`src/rtl/id_ex_stage.sv`:
```
// ID/EX pipeline register: decodes ALU ops, forwards from EX/WB and registers operands for the ALU.
// Optional performance counters are compiled in when IDEX_PERF_CNT_EN is defined.
module id_ex_stage #(
  parameter int XLEN       = 32,
  parameter int REG_ADDR_W = 5
) (
  input  logic                  clk,
  input  logic                  rst_n,
  input  logic                  id_valid,
  input  logic [31:0]           id_instr,
  input  logic [XLEN-1:0]       id_rs1_data,
  input  logic [XLEN-1:0]       id_rs2_data,
  input  logic                  stall,
  input  logic                  flush,
  input  logic [XLEN-1:0]       ex_result,
  input  logic                  wb_we,
  input  logic [REG_ADDR_W-1:0] wb_rd,
  input  logic [XLEN-1:0]       wb_data,
  output logic                  ex_valid,
  output logic [XLEN-1:0]       ex_data1,
  output logic [XLEN-1:0]       ex_data2,
  output logic [3:0]            ex_alu_opcode,
  output logic [REG_ADDR_W-1:0] ex_rd,
  output logic                  ex_reg_write,
  output logic                  ex_illegal
`ifdef IDEX_PERF_CNT_EN
  ,
  output logic [31:0]           perf_stall_cnt,
  output logic [31:0]           perf_fwd_cnt
`endif
);

  localparam logic [6:0] OPC_R = 7'b0110011;
  localparam logic [6:0] OPC_I = 7'b0010011;
  localparam logic [REG_ADDR_W-1:0] X0 = {REG_ADDR_W{1'b0}};

  logic [6:0]            f7_s;
  logic [2:0]            f3_s;
  logic [REG_ADDR_W-1:0] rs1_s, rs2_s, rd_s;
  logic [3:0]            dec_op_s;
  logic                  dec_is_r_s, dec_legal_s;
  logic                  rs1_ex_hit_s, rs1_wb_hit_s, rs2_ex_hit_s, rs2_wb_hit_s;
  logic [XLEN-1:0]       rs1_val_s, rs2_val_s, imm_s, op2_s;

  logic                  ex_valid_q, ex_valid_d;
  logic [XLEN-1:0]       ex_data1_q, ex_data1_d, ex_data2_q, ex_data2_d;
  logic [3:0]            ex_op_q, ex_op_d;
  logic [REG_ADDR_W-1:0] ex_rd_q, ex_rd_d;
  logic                  ex_rw_q, ex_rw_d, ex_ill_q, ex_ill_d;

  assign f7_s  = id_instr[31:25];
  assign f3_s  = id_instr[14:12];
  assign rs1_s = id_instr[15 +: REG_ADDR_W];
  assign rs2_s = id_instr[20 +: REG_ADDR_W];
  assign rd_s  = id_instr[7 +: REG_ADDR_W];
  assign imm_s = {{(XLEN-12){id_instr[31]}}, id_instr[31:20]};

  // A legal encoding is exactly one that maps to a nonzero ALU opcode.
  always_comb begin
    dec_op_s   = 4'b0000;
    dec_is_r_s = 1'b0;
    case (id_instr[6:0])
      OPC_R: begin
        dec_is_r_s = 1'b1;
        case (f3_s)
          3'b000: begin
            if (f7_s == 7'b0000000)      dec_op_s = 4'b0001;
            else if (f7_s == 7'b0100000) dec_op_s = 4'b0010;
            else                         dec_op_s = 4'b0000;
          end
          3'b111:  dec_op_s = (f7_s == 7'b0000000) ? 4'b0011 : 4'b0000;
          3'b110:  dec_op_s = (f7_s == 7'b0000000) ? 4'b0100 : 4'b0000;
          3'b100:  dec_op_s = (f7_s == 7'b0000000) ? 4'b0101 : 4'b0000;
          default: dec_op_s = 4'b0000;
        endcase
      end
      OPC_I: begin
        case (f3_s)
          3'b000:  dec_op_s = 4'b0001;
          3'b111:  dec_op_s = 4'b0011;
          3'b110:  dec_op_s = 4'b0100;
          3'b100:  dec_op_s = 4'b0101;
          default: dec_op_s = 4'b0000;
        endcase
      end
      default: dec_op_s = 4'b0000;
    endcase
  end

  assign dec_legal_s = (dec_op_s != 4'b0000);

  function automatic logic [XLEN-1:0] fwd_pick(input logic is_x0, input logic ex_hit,
                                               input logic wb_hit, input logic [XLEN-1:0] ex_v,
                                               input logic [XLEN-1:0] wb_v, input logic [XLEN-1:0] rf_v);
    if (is_x0)       return {XLEN{1'b0}};
    else if (ex_hit) return ex_v;
    else if (wb_hit) return wb_v;
    else             return rf_v;
  endfunction

  assign rs1_ex_hit_s = ex_valid_q & ex_rw_q & (ex_rd_q == rs1_s) & (rs1_s != X0);
  assign rs1_wb_hit_s = wb_we & (wb_rd == rs1_s) & (rs1_s != X0);
  assign rs2_ex_hit_s = ex_valid_q & ex_rw_q & (ex_rd_q == rs2_s) & (rs2_s != X0);
  assign rs2_wb_hit_s = wb_we & (wb_rd == rs2_s) & (rs2_s != X0);

  assign rs1_val_s = fwd_pick(rs1_s == X0, rs1_ex_hit_s, rs1_wb_hit_s, ex_result, wb_data, id_rs1_data);
  assign rs2_val_s = fwd_pick(rs2_s == X0, rs2_ex_hit_s, rs2_wb_hit_s, ex_result, wb_data, id_rs2_data);
  assign op2_s     = dec_is_r_s ? rs2_val_s : imm_s;

  // Flush beats stall; a held stage never re-samples forwarding sources.
  always_comb begin
    ex_valid_d = ex_valid_q;
    ex_data1_d = ex_data1_q;
    ex_data2_d = ex_data2_q;
    ex_op_d    = ex_op_q;
    ex_rd_d    = ex_rd_q;
    ex_rw_d    = ex_rw_q;
    ex_ill_d   = ex_ill_q;
    if (flush) begin
      ex_valid_d = 1'b0;
      ex_rw_d    = 1'b0;
      ex_ill_d   = 1'b0;
    end else if (stall) begin
      ex_valid_d = ex_valid_q;
    end else begin
      ex_valid_d = id_valid;
      ex_data1_d = rs1_val_s;
      ex_data2_d = op2_s;
      ex_op_d    = dec_op_s;
      ex_rd_d    = rd_s;
      ex_rw_d    = id_valid & dec_legal_s & (rd_s != X0);
      ex_ill_d   = id_valid & ~dec_legal_s;
    end
  end

  // EX pipeline register with synchronous active-low reset.
  always_ff @(posedge clk) begin
    if (!rst_n) begin
      ex_valid_q <= 1'b0;
      ex_data1_q <= {XLEN{1'b0}};
      ex_data2_q <= {XLEN{1'b0}};
      ex_op_q    <= 4'b0000;
      ex_rd_q    <= X0;
      ex_rw_q    <= 1'b0;
      ex_ill_q   <= 1'b0;
    end else begin
      ex_valid_q <= ex_valid_d;
      ex_data1_q <= ex_data1_d;
      ex_data2_q <= ex_data2_d;
      ex_op_q    <= ex_op_d;
      ex_rd_q    <= ex_rd_d;
      ex_rw_q    <= ex_rw_d;
      ex_ill_q   <= ex_ill_d;
    end
  end

  assign ex_valid      = ex_valid_q;
  assign ex_data1      = ex_data1_q;
  assign ex_data2      = ex_data2_q;
  assign ex_alu_opcode = ex_op_q;
  assign ex_rd         = ex_rd_q;
  assign ex_reg_write  = ex_rw_q;
  assign ex_illegal    = ex_ill_q;

`ifdef IDEX_PERF_CNT_EN
  logic        fwd_used_s, load_s;
  logic [31:0] perf_stall_q, perf_stall_d, perf_fwd_q, perf_fwd_d;

  assign load_s     = ~flush & ~stall & id_valid;
  assign fwd_used_s = dec_legal_s & ((rs1_ex_hit_s | rs1_wb_hit_s) |
                                     (dec_is_r_s & (rs2_ex_hit_s | rs2_wb_hit_s)));
  assign perf_stall_d = perf_stall_q + {31'd0, stall & ex_valid_q};
  assign perf_fwd_d   = perf_fwd_q + {31'd0, load_s & fwd_used_s};

  // Free-running counters; natural 32-bit wrap.
  always_ff @(posedge clk) begin
    if (!rst_n) begin
      perf_stall_q <= 32'd0;
      perf_fwd_q   <= 32'd0;
    end else begin
      perf_stall_q <= perf_stall_d;
      perf_fwd_q   <= perf_fwd_d;
    end
  end

  assign perf_stall_cnt = perf_stall_q;
  assign perf_fwd_cnt   = perf_fwd_q;
`endif

endmodule

```
`config.mk`:
```
export PLATFORM = sky130hd
export DESIGN_NAME = id_ex_stage
export DESIGN_NICKNAME = d
export VERILOG_FILES = /design/src/rtl/id_ex_stage.sv
export SDC_FILE = /design/constraint.sdc
export NUM_CORES = 1
export LEC_CHECK = 0
export CORE_MARGIN = 10
export CORE_UTILIZATION = 40
export DETAILED_ROUTE_END_ITERATION = 6
export GPL_ROUTABILITY_DRIVEN = 0
export PLACE_DENSITY = 0.81
export SLEW_MARGIN = 20
export SYNTH_ARGS = -nofsm -noshare
export SYNTH_HDL_FRONTEND = slang
export SYNTH_SLANG_ARGS = --single-unit
export TNS_END_PERCENT = 5
```
`constraint.sdc`:
```
create_clock -name clk -period 2.62 [get_ports clk]
set_clock_uncertainty 0.2 [all_clocks]
set_input_delay 0.524 -clock clk [delete_from_list [all_inputs] [get_ports clk]]
set_output_delay 0.524 -clock clk [all_outputs]
set_load 0.01 [all_outputs]
```
# Yosys cells after proc, flatten, opt, wreduce, memory -nomap -nowiden
# Cells that the tools add are included.
dict set report word_totals {
  register_bits 76
  in_bits 171
  out_inout_bits 76
}
dict set report op_classes {
  n_eq_ne 10
  muxes 16
  bitwise_logic 16
  reduce_logical 10
}
# operator n
set ops {}
lappend ops {{two-way mux 32 bit} 7}
lappend ops {{== test 5 bit} 4}
lappend ops {{case mux 4 bit (4 select lines)} 1}
lappend ops {{nonzero test 5 bit} 3}
lappend ops {{== test 7 x 6 -> 1 bit, second input constant} 2}
lappend ops {{bitwise AND 1 bit} 12}
lappend ops {{case mux 3 bit (4 select lines)} 1}
lappend ops {{zero test 5 bit} 2}
lappend ops {{== test 3 bit, second input constant} 3}
lappend ops {{case mux 4 bit (2 select lines)} 1}
lappend ops {{== test 7 x 5 -> 1 bit, second input constant} 1}
lappend ops {{zero test 7 bit} 1}
lappend ops {{two-way mux 2 bit} 3}
lappend ops {{two-way mux 3 bit} 2}
lappend ops {{NOT 1 bit} 4}
lappend ops {{nonzero test 4 bit} 1}
lappend ops {{zero test 3 bit} 1}
lappend ops {{AND reduction 2 bit} 1}
lappend ops {{OR reduction 2 bit} 1}
lappend ops {{two-way mux 1 bit} 1}

# Depth between registers and ports, before layout
# Gate-level depths: netlist (run 1).
dict set report depth {
  depth_word 8
  depth_mapped 8
}

# Worst setup path before layout (run 1)
# Ideal clock, no wire load.
dict set report synth_path {
  path_kind {input port to flip-flop}
  from {input id_instr[21]}
  to {register ex_data2_q[10], in the netlist ex_data2[10]}
  setup_ns 0.128
  t_arrival_ns 2.042
  slack_ns 0.250
  path_stages 7
  path_cell_list {or4_4 > or2_4 > and3_1 > buf_6 > buf_6 > o311ai_1 > a21oi_1}
}
dict set report synth_between {
  elab_chain_len 7
  word_cells_on_any_way 12
  classes_between {2 x eq/ne; 4 x mux; 4 x bitwise; 2 x reduce/logical}
}
# item line_no
set synth_rtl {}
lappend synth_rtl {{start: declaration} 10} ;# input logic [31:0] id_instr,
lappend synth_rtl {{== test 5 bit} 104} ;# assign rs2_wb_hit_s = wb_we & (wb_rd == rs2_s) & (rs2_s != X0);
lappend synth_rtl {{bitwise AND 1 bit (2 in series)} 104}
lappend synth_rtl {{two-way mux 32 bit} 97} ;# else if (wb_hit) return wb_v;
lappend synth_rtl {{two-way mux 32 bit} 96} ;# else if (ex_hit) return ex_v;
lappend synth_rtl {{two-way mux 32 bit (*)} 95} ;# if (is_x0) return {XLEN{1'b0}};
lappend synth_rtl {{two-way mux 32 bit (*)} 108} ;# assign op2_s = dec_is_r_s ? rs2_val_s : imm_s;
lappend synth_rtl {{end signal: assignment} 141} ;# ex_data2_q <= {XLEN{1'b0}};
lappend synth_rtl {{end signal: assignment} 149} ;# ex_data2_q <= ex_data2_d;
lappend synth_rtl {{end: declaration} 46} ;# logic [XLEN-1:0] ex_data1_q, ex_data1_d, ex_data2_q, ex_data2_d;
# Every way passes the cells marked *; elsewhere a longest branch is shown, timed or not.
# A chain may end at the register's enable or synchronous reset.

# Worst setup path after layout (run 1)
dict set report layout_path {
  from {input id_instr[21]}
  to {register ex_data2_q[8], in the netlist ex_data2[8]}
}
# The elaborated chain is that of the path after synthesis.

==> impl_metrics.py, run 1 <==
metrics = {
    "floorplanning": {
        "core_region_area_um2": 11470,
        "dieArea_um2": 16510,
        "die-height_um": 128.5,
        "num_io_pins": 247,
        "start_util_pct": 41.06,
        "row_count": 39,
        "dieWidth_um": 128.5,
    },
    "cells_and_area": {
        "drive_above_1_share_pct": 8.390,
        "fin_nets": 1048,
        "num_antenna_cells": 0,
        "syn_to_final_growth_pct": 67.90,
    },
    "global_routing": {
        "grt_overflow": 0,
        "grt.total_usage_pct": 26.37,
        "grt_pass1_wl_um": 34890,
        "antenna_found_initial": 0,
        "grt_pass1_vias": 6292,
        "grt_max_degree": 44,
    },
    "yosys": {
        "ys_top_cells_by_area": "dfxtp_1 (32%), a211oi_1 (8.3%), nor3_1 (6.8%)",
        "syn_avg_cell_area_um2": 7.415,
        "netlist_area_um2": 4708,
        "ys_seq_area_share_pct": 31.89,
        "yosysWarnings": 0,
        "yosysUniqueCellTypes": 45,
        "synth-compound-area-share_pct": 30.40,
        "ys_seq_elements": 75,
        "yosysMostFrequentCell": "dfxtp_1",
        "synth_top_area_cell": "dfxtp_1",
        "synthSimpleGateAreaFrac_pct": 25.06,
        "synth_enable_flop_cells": 0,
        "synthCells": 635,
        "synthXorXnorAreaFrac_pct": 3.720,
        "synth_top_family_by_area": "compound AO/OA/AOI/OAI gates",
        "synthArstFlopShare_pct": 0,
        "ys_top_cells_by_count": "dfxtp_1 (75), nor3_1 (64), nor2_1 (61)",
        "synth-main-ff-cell": "dfxtp_1",
        "synthAdderAreaFrac_pct": 0,
        "synth.area.mux_share_pct": 0,
        "synth_fp_nets": 806,
        "synth.top_cell.area_share_pct": 31.89,
    },
    "detailed_routing": {
        "drc": 0,
        "finalWirelength_um": 22780,
        "vias": 6116,
        "vias_per_cell": 5.967,
        "firstDrtPassIters": 4,
        "drt_iter0_markers": 665,
        "antenna_left": 0,
        "wl_per_cell_um": 22.23,
    },
    "clocking": {
        "root_buffer": "clkbuf_16",
        "cts_hold_buf": 0,
        "clk_pin_slew_ns": 0.06,
        "cts_made_buffers": 9,
        "h-tree-depth": 3,
        "cts.sinks": 75,
        "clock_path_buffers": 2,
        "insertion_delay_ns": 0.34,
        "cts_tree": "built",
    },
    "place": {
        "port_buffers": 245,
        "dp_hpwl_um": 17410,
    },
    "sta": {
        "final_hold_viol_count": 0,
        "layout_min_cycle_time_ns": 2.604,
        "setup_viol": 0,
        "finalCritPeriodShare_pct": 99.38,
        "max_freq_ghz": 0.3840,
        "worstMarginPinSlew_ns": 0.5943,
        "slew_headroom_pct": 60.34,
        "setup_tns_ns": 0,
        "slew_viol_final": 0,
        "rsz0062_at_grt": "true",
    },
    "setup_path": {
        "worstSetupStartpointType": "input port",
        "crit_fanout": 7,
        "crit_required_ns": 2.63,
        "crit_path_end_kind": "flip-flop",
        "cp.arrival_ns": 2.61,
        "critPathKind": "in2reg",
    },
    "power_and_ir_drop": {
        "ir_worst_vdd_mv": 0.2322,
        "p_total_mw": 3.261,
        "leakagePower_nw": 2.842,
        "power_density_nw_per_um2": 412.5,
    },
    "hold_path": {
        "holdCritPathClass": "reg2reg",
    },
    "job": {
        "maxCapViolCount": 0,
    },
    "outcome": {
        "outcome": "complete, no violations",
    },
}
## path summary, 6_finish.rpt
path | startpoint | end | slack [ns] | cells past startpoint
worst max-delay path | id_instr[21] | ex_data2[8] | 0.02 | 9
worst min-delay path | ex_data1[25] | ex_data1[25] | 0.25 | 2
worst max register to register | ex_rd[2] | ex_data1[8] | 0.53 | 6
worst min register to register | ex_data1[25] | ex_data1[25] | 0.25 | 2
## worst max-delay path: stages
cell             delay, ns
clkdlybuf4s50_1       0.42
or4_4                 0.54
buf_4                 0.16
o211ai_1              0.18
buf_4                 0.19
buf_4                 0.15
nor3_1                0.05
o311ai_1              0.26
a21oi_1               0.12
## area by class of cell
cell class / count / area (um2)
clock buffers: 14 / 264.0
clock inverters: 2 / 10.01
fillers: 920 / 3562
inverters: 34 / 127.6
multi-input cells: 464 / 2835
flip-flops and latches: 75 / 1501
well taps: 143 / 178.9
repair buffers: 293 / 2988
## what timing repair did
item                                    CTS  global route
pin swaps                                 0             3
resized for setup                         1             7
endpoints found under the setup margin    6            27
cloned                                    0             0
setup buffers                             0             1
## cells in the final DEF (no fill, tap or decap), types with 3 or more instances in the layout
master | synthesis | routed
clkdlybuf4s50_1 | 0 | 245
dfxtp_1 | 75 | 75
nor3_1 | 64 | 64
nor2_1 | 61 | 59
nand2_1 | 50 | 49
a211oi_1 | 52 | 48
inv_1 | 34 | 34
buf_4 | 3 | 34
o21ai_0 | 34 | 33
o31ai_1 | 32 | 32
a21oi_1 | 25 | 24
or3_1 | 20 | 20
a21boi_0 | 19 | 19
o32ai_1 | 18 | 18
nand4b_1 | 14 | 14
buf_12 | 0 | 14
o311ai_1 | 11 | 12
xnor2_1 | 10 | 10
xor2_1 | 10 | 10
clkbuf_16 | 0 | 9
nand3_1 | 6 | 6
a211oi_2 | 0 | 4
nand4_1 | 3 | 3
o211ai_1 | 3 | 3
a31oi_1 | 3 | 3
nand2b_1 | 3 | 3
clkbuf_1 | 42 | 3
## metrics by stage
step | hold slack [ns] | util (%) | cells | setup slack (ns) | area (um2)
2_1_floorplan | 0.2786 | - | 635 | 0.2505 | 4708
3_5_place_dp | 0.2389 | 66.26 | 1008 | -0.4679 | 7599
6_report | 0.2496 | 68.94 | 1025 | 0.01616 | 7905
3_3_place_gp | 0.2325 | 66.26 | 1008 | -0.3537 | 7599
5_1_grt | 0.2783 | 68.94 | 1025 | -0.07995 | 7905
4_1_cts | 0.2524 | 68.67 | 1024 | -0.008682 | 7875
## metal layers
metal / vias to the layer above / GRT usage (%) / share of wire [%]
li1: 2818 / - / -
met2: 415 / 44.93 / 48
met1: 2839 / 31.22 / 38
met5: - / 0 / 0
met3: 44 / 7.598 / 11
met4: 0 / 8.513 / 2.1
## kinds of logic after synthesis
logic type,Yosys count
simple gates,238
compound gates,205
buf+inv,96
flops,75
xor+xnor,20
other cells,1
## registers in the layout (all words and copies together), names as in the netlist
name	cells
ex_data2	32
ex_alu_opcode	3
ex_valid	1
ex_data1	32
ex_reg_write	1
ex_illegal	1
ex_rd	5
## power breakdown
group | internal (mW) | switching, mW
Sequential | 1.20 | 0.0399
Combinational | 0.481 | 0.359
Clock | 0.692 | 0.486
(Power assumes the default switching activity.)
==> run 2: changes to the inputs <==
- CAP_MARGIN: not set -> 0
==> results of run 2 <==
No change in the layout: final DEF, timing and power equal those of run 1.
